File: src/rtl/decode_pipe.sv
// Decode buffer: decodes MIPS-style words at accept and queues them for issue.
// Define DECODE_HAZARD_EN to compile in the one-cycle load-use interlock.
module decode_pipe #(
    parameter int PC_W  = 32,
    parameter int DEPTH = 2
) (
    input  logic            clk,
    input  logic            reset,
    input  logic            in_valid,
    output logic            in_ready,
    input  logic [31:0]     in_instr,
    input  logic [PC_W-1:0] in_pc,
    input  logic            flush,
    output logic            out_valid,
    input  logic            out_ready,
    output logic [PC_W-1:0] out_pc,
    output logic [4:0]      rs,
    output logic [4:0]      rt,
    output logic [4:0]      rd,
    output logic [4:0]      shamt,
    output logic [15:0]     imm,
    output logic [5:0]      op,
    output logic [5:0]      funct,
    output logic [PC_W-1:0] jaddr,
    output logic [2:0]      alu_ctrl,
    output logic            jump,
    output logic            jump_link,
    output logic            jump_reg,
    output logic            branch,
    output logic            bne,
    output logic            mem_write,
    output logic            mem_to_reg,
    output logic            reg_write,
    output logic            reg_dst,
    output logic            alu_imm,
    output logic            illegal,
    output logic            hazard_stall
);

    localparam int AW = (DEPTH > 1) ? $clog2(DEPTH) : 1;
    localparam int CW = AW + 1;

    typedef struct packed {
        logic [PC_W-1:0] pc;
        logic [4:0]      rs;
        logic [4:0]      rt;
        logic [4:0]      rd;
        logic [4:0]      shamt;
        logic [15:0]     imm;
        logic [5:0]      op;
        logic [5:0]      funct;
        logic [PC_W-1:0] jaddr;
        logic [2:0]      alu_ctrl;
        logic            jump;
        logic            jump_link;
        logic            jump_reg;
        logic            branch;
        logic            bne;
        logic            mem_write;
        logic            mem_to_reg;
        logic            reg_write;
        logic            reg_dst;
        logic            alu_imm;
        logic            illegal;
    } entry_t;

    entry_t          dec;
    entry_t          head;
    entry_t          mem [DEPTH];
    logic [AW-1:0]   wr_ptr;
    logic [AW-1:0]   rd_ptr;
    logic [CW-1:0]   count;
    logic [PC_W-1:0] jaddr_d;
    logic [5:0]      op_d;
    logic [5:0]      fn_d;
    logic            is_r;
    logic            push;
    logic            pop;
    logic            stall;

    // Upper jump bits come from pc+4; only a carry out of [27:2] can change them.
    if (PC_W > 28) begin : g_jhi
        logic [PC_W-29:0] pc_hi;
        assign pc_hi   = in_pc[PC_W-1:28] + (PC_W-28)'(&in_pc[27:2]);
        assign jaddr_d = {pc_hi, in_instr[25:0], 2'b00};
    end else begin : g_jlo
        assign jaddr_d = {in_instr[25:0], 2'b00};
    end

    assign op_d = in_instr[31:26];
    assign fn_d = in_instr[5:0];
    assign is_r = (op_d == 6'h00);

    always_comb begin
        dec       = '0;
        dec.pc    = in_pc;
        dec.op    = op_d;
        dec.rs    = in_instr[25:21];
        dec.rt    = in_instr[20:16];
        dec.rd    = in_instr[15:11];
        dec.shamt = in_instr[10:6];
        dec.funct = fn_d;
        dec.imm   = in_instr[15:0];
        dec.jaddr = jaddr_d;
        unique case (1'b1)
            (is_r && fn_d == 6'h20): begin
                dec.reg_write = 1'b1;
                dec.reg_dst   = 1'b1;
            end
            (is_r && fn_d == 6'h22): begin
                dec.reg_write = 1'b1;
                dec.reg_dst   = 1'b1;
                dec.alu_ctrl  = 3'b001;
            end
            (is_r && fn_d == 6'h2A): begin
                dec.reg_write = 1'b1;
                dec.reg_dst   = 1'b1;
                dec.alu_ctrl  = 3'b011;
            end
            (is_r && fn_d == 6'h08): begin
                dec.jump     = 1'b1;
                dec.jump_reg = 1'b1;
            end
            (op_d == 6'h23): begin
                dec.reg_write  = 1'b1;
                dec.mem_to_reg = 1'b1;
                dec.alu_imm    = 1'b1;
            end
            (op_d == 6'h2B): begin
                dec.mem_write = 1'b1;
                dec.alu_imm   = 1'b1;
            end
            (op_d == 6'h08): begin
                dec.reg_write = 1'b1;
                dec.alu_imm   = 1'b1;
            end
            (op_d == 6'h0E): begin
                dec.reg_write = 1'b1;
                dec.alu_imm   = 1'b1;
                dec.alu_ctrl  = 3'b010;
            end
            (op_d == 6'h04): begin
                dec.branch   = 1'b1;
                dec.alu_ctrl = 3'b001;
            end
            (op_d == 6'h05): begin
                dec.branch   = 1'b1;
                dec.bne      = 1'b1;
                dec.alu_ctrl = 3'b001;
            end
            (op_d == 6'h02): begin
                dec.jump = 1'b1;
            end
            (op_d == 6'h03): begin
                dec.jump      = 1'b1;
                dec.jump_link = 1'b1;
                dec.reg_write = 1'b1;
            end
            default: dec.illegal = 1'b1;
        endcase
    end

    assign head      = mem[rd_ptr];
    assign in_ready  = (count < CW'(DEPTH));
    assign out_valid = (count != '0) && !stall;
    assign push      = in_valid && in_ready;
    assign pop       = out_valid && out_ready;

    always_ff @(posedge clk or posedge reset) begin
        if (reset) begin
            count  <= '0;
            wr_ptr <= '0;
            rd_ptr <= '0;
            for (int i = 0; i < DEPTH; i++) mem[i] <= '0;
        end else if (flush) begin
            count  <= '0;
            wr_ptr <= '0;
            rd_ptr <= '0;
        end else begin
            if (push) begin
                mem[wr_ptr] <= dec;
                wr_ptr      <= wr_ptr + AW'(1);
            end
            if (pop) rd_ptr <= rd_ptr + AW'(1);
            case ({push, pop})
                2'b10:   count <= count + CW'(1);
                2'b01:   count <= count - CW'(1);
                default: count <= count;
            endcase
        end
    end

`ifdef DECODE_HAZARD_EN
    logic       ld_vld;
    logic [4:0] ld_rt;
    logic       uses_rt;

    always_ff @(posedge clk or posedge reset) begin
        if (reset) begin
            ld_vld <= 1'b0;
            ld_rt  <= '0;
        end else if (flush) begin
            ld_vld <= 1'b0;
            ld_rt  <= '0;
        end else if (pop && head.op == 6'h23 && head.rt != 5'd0) begin
            ld_vld <= 1'b1;
            ld_rt  <= head.rt;
        end else begin
            ld_vld <= 1'b0;
        end
    end

    // rt is a source only for R-type, stores and compares.
    assign uses_rt = (head.op == 6'h00) || (head.op == 6'h2B) ||
                     (head.op == 6'h04) || (head.op == 6'h05);
    assign stall   = ld_vld && (count != '0) &&
                     ((head.rs == ld_rt) || (uses_rt && head.rt == ld_rt));
`else
    assign stall = 1'b0;
`endif

    assign hazard_stall = stall;
    assign out_pc       = head.pc;
    assign rs           = head.rs;
    assign rt           = head.rt;
    assign rd           = head.rd;
    assign shamt        = head.shamt;
    assign imm          = head.imm;
    assign op           = head.op;
    assign funct        = head.funct;
    assign jaddr        = head.jaddr;
    assign alu_ctrl     = head.alu_ctrl;
    assign jump         = head.jump;
    assign jump_link    = head.jump_link;
    assign jump_reg     = head.jump_reg;
    assign branch       = head.branch;
    assign bne          = head.bne;
    assign mem_write    = head.mem_write;
    assign mem_to_reg   = head.mem_to_reg;
    assign reg_write    = head.reg_write;
    assign reg_dst      = head.reg_dst;
    assign alu_imm      = head.alu_imm;
    assign illegal      = head.illegal;

endmodule

File: config.mk
export PLATFORM = sky130hd
export DESIGN_NAME = decode_pipe
export DESIGN_NICKNAME = d
export VERILOG_FILES = /design/src/rtl/decode_pipe.sv
export SDC_FILE = /design/constraint.sdc
export NUM_CORES = 1
export LEC_CHECK = 0
export BUFFER_PORTS_ARGS = -buffer_cell sky130_fd_sc_hd__buf_2
export CAP_MARGIN = 10
export CORE_MARGIN = 2
export CORE_UTILIZATION = 40
export DETAILED_ROUTE_END_ITERATION = 7
export SLEW_MARGIN = 20
export SYNTH_ARGS = -nofsm -noshare
export SYNTH_HDL_FRONTEND = slang
export SYNTH_SLANG_ARGS = --single-unit
File: constraint.sdc
create_clock -name clk -period 7.56 [get_ports clk]
set_input_delay 1.512 -clock clk [delete_from_list [all_inputs] [get_ports clk]]
set_output_delay 1.512 -clock clk [all_outputs]
set_load 0.03 [all_outputs]
==> impl_metrics.tcl, run 1 <==
set metrics [dict create \
    dp.cells 1243 \
    first_pass_iters 4 \
    place_ws_ns 3.89 \
    leakage_nw 4.98 \
    timing.final.ws_setup_ns 3.52 \
    synthFlopType "dfrtp_1" \
    coreArea_um2 19400 \
    place.gp.congestion 0.727 \
    drv_cap 0 \
    endpoint_kind "output pin" \
    cts_tree "built" \
    cp.arrival_ns 2.53 \
    port_buffers 193 \
    multi_input_area_um2 3170 \
    clockBufferDepth 2 \
    cts-htree-levels 4 \
    synth-seq-area-share_pct 52.6 \
    initial_core_util_pct 40.7 \
    reg2reg_slack_ns 5.60 \
    cts_made_buffers 17 \
    syn_area_um2 7890 \
    place_hpwl_mm 12.0 \
    whs_endpoint "mem[61]$_DFFE_PP0P_" \
    clk_pin_slew_ns 0.07 \
    ant_nets 0 \
    max_stage_delay_ns 0.82 \
    cp_slowest_cell "dfrtp_4" \
    synth-edff-count 0 \
    gr-total-overflow 0 \
    vias 5993 \
    crit_path_start_kind "flop" \
    crit_chain "buf_4 -> mux2_2 -> buf_2" \
    nFillCells 1952 \
    final_core_util_pct 48.0 \
    fmax_mhz 248 \
    synth_top_area_share_pct 52.6 \
    ys_warn_count 0 \
    postCtsSetupBuffers 0 \
    gr-usage-all-layers_pct 18.6 \
    drt-initial-drc-count 264 \
    synth_cell_type_count 42 \
    io_pins 198 \
    viasPerCell 4.70 \
    drc 0 \
    reg2reg_depth 5 \
    r2r-end "mem[0]$_DFFE_PP0P_" \
    syn-instance-count 872 \
    worstMarginPinSlew_ns 1.03 \
    r2r-start "count[1]$_DFFE_PP0P_" \
    nets 1068 \
    syn_area_per_cell_um2 9.05 \
    grt_pass1_vias 5785 \
    fin_setup_tns_ns 0 \
    power.density_nw_per_um2 324 \
    grt_pass1_wl_mm 30.0 \
    slew_headroom_pct 31.1 \
    dieArea_um2 20900 \
    outcome "finished clean" \
    rows 51 \
    hold_path_class "flop to flop" \
    rsz0062_at_grt "false" \
    detail_route.wl_per_cell_um 14.9 \
    layout.cells.non_filler 1275 \
    path_class "flop to output pin" \
    cts_sinks 166 \
    drive_above_1_share_pct 32.0 \
    hold-path-cell-count 2 \
    antenna_cells 0 \
    vdd_drop_max_mv 0.143 \
    cts_root_buf "clkbuf_16" \
    synth.ff_latch_count 166 \
    grt_max_degree 105 \
    fin_crit_sh_pct 53.4 \
    slew_violations 0 \
    worst_ep_required_time_ns 6.05 \
    antenna_found_initial 0 \
    syn_to_final_growth_pct 17.9 \
    async_flop_share_pct 100 \
    min-delay-start "mem[61]$_DFFE_PP0P_" \
    postCtsHoldBufs 0 \
    die_w_um 144 \
    wl_mm 19.0 \
    fin_crit_ns 4.04 \
    synth_area_leader_cell "dfrtp_1" \
    post_cts_resized 0 \
    dieHeight_um 144 \
    cp_max_fo 42 \
    regArea_um2 4160 \
    setup_viol 0 \
    finalHoldViolations 0 \
    clkLatencyLatePin_ns 0.42 \
    skew_ns 0.0108 \
    synth_area_leaders "dfrtp_1, nand2_1, mux2_2" \
]
-- report_power, final --
group	internal, W	switching, W	leakage [nW]
Combinational	0.000295	0.000592	2.58
Clock	0.000543	0.000370	0.310
Sequential	0.00109	0.000124	2.09
-- kinds of logic after synthesis --
group | Yosys count | synth area share [%]
DFF | 166 | 52.6
other | 1 | 0.0475
and+or+nand+nor | 475 | 24.2
buffers and inverters | 99 | 7.63
muxes | 81 | 11.6
xor gates and xnor gates | 5 | 0.555
adders and majority gates | 2 | 0.317
AOI/OAI and AO/OA | 43 | 3.11
-- through the flow --
step / area [um2] / hold slack, ns / power (W)
floorplan: 7900 / 0.439 / 0.00196
global placement: 8680 / 0.452 / 0.00212
detailed placement: 8680 / 0.456 / 0.00213
CTS: 9300 / 0.474 / 0.00305
global route: 9300 / 0.491 / 0.00319
finish: 9300 / 0.469 / 0.00302
-- final cells by class --
cell class / count / area share (%)
Clock buffer: 19 / 4.87
Clock inverter: 13 / 1.82
Inverter: 3 / 0.175
Multi-Input combinational cell: 610 / 34.0
Sequential cell: 166 / 44.7
Tap cell: 265 / 3.56
Timing Repair Buffer: 199 / 10.9
-- worst max path at each step --
| stage | from | to | cells after the start |
|---|---|---|---|
| after floorplan | reset | count[0]$_DFFE_PP0P_ | 1 |
| after global placement | in_pc[23] | mem[45]$_DFFE_PP0P_ | 8 |
| after detailed placement | in_pc[23] | mem[45]$_DFFE_PP0P_ | 8 |
| after CTS | rd_ptr$_DFFE_PP0P_ | funct[3] | 3 |
| after global routing | rd_ptr$_DFFE_PP0P_ | funct[3] | 3 |
| final | rd_ptr$_DFFE_PP0P_ | funct[3] | 3 |
-- cells in the mapped netlist (2+ instances only) --
library cell and count:
a21oi_1 10, a31oi_1 3, a32o_1 2, buf_1 5
buf_2 28, buf_4 46, buf_6 3, clkbuf_1 14
dfrtp_1 166, ha_1 2, inv_1 3, mux2_2 81
nand2_1 425, nand2b_1 3, nand3_1 3, nand4_1 6
nor2_1 15, nor2b_1 2, nor3_1 4, nor3b_1 2
nor4_1 2, o21ai_0 23, or2_2 2, xor2_1 4
-- state kept, by name, indices dropped and copies added, names as in the netlist --
register / count
count: 2
mem: 162
wr_ptr: 1
rd_ptr: 1
-- metal layers --
layer	global-route usage, %	wire length (um)	vias up
met2	29.8	8840	144
met3	3.41	751	17
met4	5.31	230	0
met5	0	0	-
met1	25.8	9190	2853
li1	-	-	2979
-- critical path, delay by kind of cell, from the launching register on --
kind | cells | cell delay, ns
buf+inv | 2 | 0.79
mux | 1 | 0.44
flops | 1 | 0.82
-- cell usage in the layout (no fill, tap or decap), types with 2 or more instances in the layout --
cell	n
buf_2	193
or2_2	2
nand2_1	425
nor3_1	3
inv_1	2
a31oi_1	3
nand2b_1	3
ha_1	2
nand4_1	6
clkbuf_16	17
a21oi_1	10
o21ai_0	23
nor2b_1	2
clkinv_4	3
bufinv_16	3
buf_4	6
mux2_2	81
nor2_1	15
inv_6	4
clkbuf_8	2
conb_1	4
a32o_1	2
nor4_1	2
dfrtp_1	165
xor2_1	4
nand3_1	3
clkinv_2	3
No activity file was read; power rests on OpenSTA's default activity.
==> inputs of run 2 (changes only) <==
ABC_AREA = 1   (was default)
PLACE_DENSITY = 0.65   (was default)
clock period = 3.7 ns   (was 7.56 ns; I/O delays follow)
==> run 2 against run 1 <==
  * Final cell count rose by 10%
  * First-iteration DRC count rose by 72%
  * Combinational power grew to 4.1 times the previous value
  * Synthesized cell count increased by 15%
  * Largest power group is now combinational logic
  * Highest routed layer unchanged
==> impl_metrics.tcl, run 2 <==
set metrics [dict create \
    postCtsSetupBuffers 0 \
    rows 51 \
    detail_route.wl_per_cell_um 13.1 \
    fin_setup_tns_ns 0 \
    antenna_found_initial 0 \
    slew_violations 0 \
    cp.arrival_ns 2.00 \
    clockBufferDepth 2 \
    drc 0 \
    postCtsHoldBufs 0 \
    ys_warn_count 0 \
    wl_mm 18.4 \
    synth_top_area_share_pct 52.6 \
    synth_common_cells "nand2_1, dfrtp_1, o21ai_0" \
    grt_pass1_wl_mm 30.4 \
    r2r-start "wr_ptr$_DFFE_PP0P_" \
    nets 1198 \
    gr-usage-all-layers_pct 18.5 \
    dieArea_um2 20900 \
    cts_root_buf "clkbuf_16" \
    synth.ff_latch_count 166 \
    met3_length_um 963 \
    post_cts_resized 0 \
    vdd_drop_max_mv 0.436 \
    leakage_nw 4.92 \
    ant_nets 0 \
    die_w_um 145 \
    worstMarginPinSlew_ns 0.790 \
    port_buffers 193 \
    place_hpwl_mm 12.1 \
    endpoint_kind "output pin" \
    syn_area_per_cell_um2 7.88 \
    coreArea_um2 19400 \
    postPlaceCellArea_um2 8710 \
    fin_crit_sh_pct 74.1 \
    crit_path_start_kind "flop" \
    finalHoldViolations 0 \
    grt_pass1_vias 5944 \
    path_class "flop to output pin" \
    first_pass_iters 5 \
    largest-register "mem" \
    synth_area_leaders "dfrtp_1, nand2_1, o21ai_0" \
    syn_to_final_growth_pct 17.7 \
    mostFrequentLayoutCells "nand2_1, buf_2, dfrtp_1, o21ai_0, inv_1" \
    antenna_cells 0 \
    synth-edff-count 0 \
    synth_area_leader_cell "dfrtp_1" \
    skew_ns 0.00831 \
    nFillCells 1969 \
    initial_core_util_pct 40.7 \
    worst_ep_required_time_ns 2.96 \
    cts_sinks 166 \
    async_flop_share_pct 100 \
    dieHeight_um 145 \
    wl_met1_mm 8.69 \
    fin_area_um2 9290 \
    gr-total-overflow 0 \
    cts_made_buffers 17 \
    power.density_nw_per_um2 887 \
    cts_tree "built" \
    synth_cell_type_count 27 \
    synth-seq-area-share_pct 52.6 \
    drv_cap 0 \
    yosysMostFrequentCell "nand2_1" \
    layout_commonest_cell "nand2_1" \
    rsz0062_at_grt "false" \
    drt-initial-drc-count 455 \
    syn-instance-count 1002 \
    fmax_mhz 365 \
    routed-wl-met2_mm 8.54 \
    clkLatencyLatePin_ns 0.42 \
    grt_max_degree 123 \
    viasPerCell 4.62 \
    clk_pin_slew_ns 0.06 \
    synthFlopType "dfrtp_1" \
    routed.top_layer "met4" \
    io_pins 198 \
    slew_headroom_pct 47.4 \
    cts-htree-levels 4 \
    outcome "finished clean" \
    place.gp.congestion 0.849 \
    vias 6485 \
    reg2reg_depth 8 \
    largest_registers "mem x162, count x2" \
    fin_crit_ns 2.74 \
    startpoint "rd_ptr$_DFFE_PP0P_" \
    cp_max_fo 75 \
    setup_viol 0 \
    hold_path_class "primary input to asynchronous set/reset pin" \
    syn_area_um2 7900 \
    largest_reg_flops 162 \
    drive_above_1_share_pct 21.5 \
]
## run 2: cell types whose count changed after synthesis, sizes merged, moves of 3 or more
cell / previous run / this run
o21ai: 23 / 182
inv: 3 / 108
mux2: 81 / 0
nand2: 425 / 384
nand3: 3 / 15
nor2: 16 / 26
a21oi: 10 / 4
nand2b: 4 / 0
clkbuf: 14 / 17
nor3: 4 / 1
## run 2: path summary, 6_finish.rpt
check / slack [ns] / endpoint
min in group clk: 0.47 / mem[85]$_DFFE_PP0P_
hold reg to reg: 0.47 / mem[85]$_DFFE_PP0P_
max in group asynchronous: 2.47 / rd_ptr$_DFFE_PP0P_
hold / removal: 0.44 / mem[186]$_DFFE_PP0P_
setup / recovery: 0.96 / jaddr[7]
setup reg to reg: 1.91 / mem[114]$_DFFE_PP0P_
## run 2: power breakdown
group | internal [W] | switching, W | leakage, nW | total [W]
clock | 0.000996 | 0.000752 | 0.272 | 0.00175
combinational | 0.000967 | 0.00264 | 2.55 | 0.00361
sequential | 0.00256 | 0.000327 | 2.09 | 0.00288
total | 0.00452 | 0.00372 | 4.92 | 0.00824
## run 2: area by class of cell
| cell class | instances | area [um2] | share of cell area, % |
|---|---|---|---|
| repair buffers | 201 | 1080 | 11.6 |
| clock buffers | 17 | 425 | 4.58 |
| inverters | 108 | 412 | 4.43 |
| flip-flops and latches | 166 | 4160 | 44.7 |
| well taps | 265 | 332 | 3.57 |
| multi-input cells | 633 | 2740 | 29.5 |
| clock inverters | 15 | 153 | 1.64 |
## run 2: worst max-delay path, stage by stage (launching register included)
cell and delay (ns):
dfrtp_4 0.41, buf_4 0.55, o21ai_0 0.32, buf_2 0.25
## run 2: kinds of logic (layout without fill, tap and decap cells)
kind of cell             count (synthesis)  in the layout  share of synthesized area [%]
XOR/XNOR                                 2              2                          0.222
flip-flops                             166            166                           52.6
buffers and inverters                  206            341                           12.9
AO/OA/AOI/OAI                          190            190                           12.1
adder cells (fa/ha/maj)                  2              2                          0.317
AND/OR/NAND/NOR                        435            435                           21.8
other                                    1              4                         0.0475
## run 2: stage by stage
step	setup WS, ns	hold WS, ns	total power [W]	utilization, %	cells
final	0.959	0.440	0.00824	47.9	1405
after global routing	0.786	0.488	0.00887	47.9	1405
after CTS	0.938	0.449	0.00835	47.9	1405
after detailed placement	1.34	0.458	0.00657	44.9	1373
after global placement	1.35	0.454	0.00650	44.9	1373
after floorplan	0.847	0.442	0.00589	-	1005
## run 2: layer usage
metal / vias to the layer above / global-route usage, %
met5: - / 0
met4: 0 / 5.98
met3: 15 / 3.74
met2: 168 / 29.0
met1: 2999 / 25.8
li1: 3303 / -
==> inputs of run 3 (changes only) <==
ABC_AREA = 0   (was 1)
clock period = 2.5 ns   (was 3.7 ns; I/O delays follow)
==> run 3 against run 2 <==
  * Critical path type unchanged
  * Critical path depth did not move
  * First-iteration DRC count decreased by 34%
  * Global-route usage increased by 0.24 points
  * Count of clock-buffer cells in the layout is the same
  * Highest routed layer unchanged
  * Critical endpoint is now funct[1]
==> impl_metrics.tcl, run 3 (synthesized netlist as in run 1, its figures left out) <==
set metrics [dict create \
    cp.arrival_ns 1.83 \
    fin_crit_sh_pct 93.2 \
    clockBufferDepth 2 \
    largest_registers "mem x162, count x2" \
    antenna_found_initial 0 \
    drv_cap 0 \
    place.gp.congestion 0.763 \
    multi_input_area_um2 3170 \
    initial_core_util_pct 40.7 \
    grt_pass1_vias 5798 \
    fin_area_um2 9580 \
    mostFrequentLayoutCells "nand2_1, buf_2, dfrtp_1, mux2_2, o21ai_0" \
    fin_setup_tns_ns 0 \
    regArea_um2 4160 \
    fin_crit_ns 2.33 \
    layout.cells.non_filler 1291 \
    layout_commonest_cell "nand2_1" \
    dp.cells 1258 \
    crit_family "flip-flops" \
    first_pass_iters 4 \
    hold_path_class "primary input to asynchronous set/reset pin" \
    finalHoldViolations 0 \
    cp_max_fo 26 \
    vdd_drop_max_mv 0.458 \
    crit_path_start_kind "flop" \
    fmax_mhz 429 \
    post_cts_resized 0 \
    postPlaceCellArea_um2 8940 \
    skew_ns 0.00695 \
    clk_pin_slew_ns 0.07 \
    dieHeight_um 144 \
    gr-total-overflow 0 \
    crit_buf_inv 2 \
    rsz0062_at_grt "false" \
    crit_chain "buf_12 -> mux2_2 -> buf_2" \
    max_stage_delay_ns 0.59 \
    place_hpwl_mm 12.6 \
    postCtsSetupBuffers 0 \
    ant_nets 0 \
    reg2reg_depth 6 \
    path_class "flop to output pin" \
    antenna_cells 0 \
    largest-register "mem" \
    holdWs_ns 0.190 \
    cts_sinks 166 \
    power.density_nw_per_um2 961 \
    cts_root_buf "clkbuf_16" \
    rows 51 \
    drive_above_1_share_pct 33.0 \
    cp_slowest_cell "dfrtp_4" \
    port_buffers 193 \
    slew_headroom_pct 52.3 \
    wl_mm 18.8 \
    drc 0 \
    viasPerCell 4.73 \
    cts_tree "built" \
    io_pins 198 \
    largest_reg_flops 162 \
    grt_pass1_wl_mm 30.3 \
    endpoint_kind "output pin" \
    coreArea_um2 19400 \
    cts_made_buffers 17 \
    die_w_um 144 \
    cts-htree-levels 4 \
    slew_violations 0 \
    grt_max_degree 75 \
    worstMarginPinSlew_ns 0.714 \
    setup_viol 0 \
    nets 1084 \
    vias 6102 \
    outcome "finished clean" \
    gr-usage-all-layers_pct 18.7 \
    syn_to_final_growth_pct 21.4 \
    worst_ep_required_time_ns 2.00 \
    postCtsHoldBufs 0 \
    drt-initial-drc-count 301 \
    dieArea_um2 20900 \
    clkLatencyLatePin_ns 0.42 \
    leakage_nw 5.10 \
    detail_route.wl_per_cell_um 14.6 \
    nFillCells 1834 \
    cp.depth 3 \
    final_core_util_pct 49.4 \
]
run 3: cell type report:
class                      instances  share of cell area [%]
clock buffer                      17                    4.44
tap                              265                    3.46
multi-input combinational        610                    33.0
sequential                       166                    43.4
timing repair buffer             215                    13.4
clock inverter                    15                    2.12
inverter                           3                   0.157
run 3: report_power, final:
group,total (W),internal [W],switching [W]
logic,0.00280,0.000951,0.00185
clock network,0.00279,0.00168,0.00111
registers,0.00362,0.00331,0.000310
run 3: stage by stage:
stage               setup WS, ns  power (W)
CTS                       0.0602    0.00932
global placement           0.181    0.00643
detailed placement        0.0410    0.00649
floorplan                 -0.113    0.00592
global route              0.0913    0.00976
finish                     0.169    0.00921
run 3: path summary, 6_finish.rpt:
kind                                      start              endpoint  slack [ns]
setup / recovery             rd_ptr$_DFFE_PP0P_              funct[1]        0.17
hold / removal                            reset  mem[203]$_DFFE_PP0P_        0.19
setup reg to reg           count[1]$_DFFE_PP0P_  mem[104]$_DFFE_PP0P_        0.70
hold reg to reg            mem[216]$_DFFE_PP0P_  mem[216]$_DFFE_PP0P_        0.47
max in group asynchronous                 reset  mem[247]$_DFFE_PP0P_        1.62
min in group clk                   in_instr[11]   mem[79]$_DFFE_PP0P_        0.29
run 3: layer usage:
layer	vias up	global-route usage [%]	routed length (um)
met1	2901	25.8	8800
met2	164	29.8	8810
li1	3026	-	-
met5	-	0	0
met4	0	4.96	161
met3	11	4.37	1070
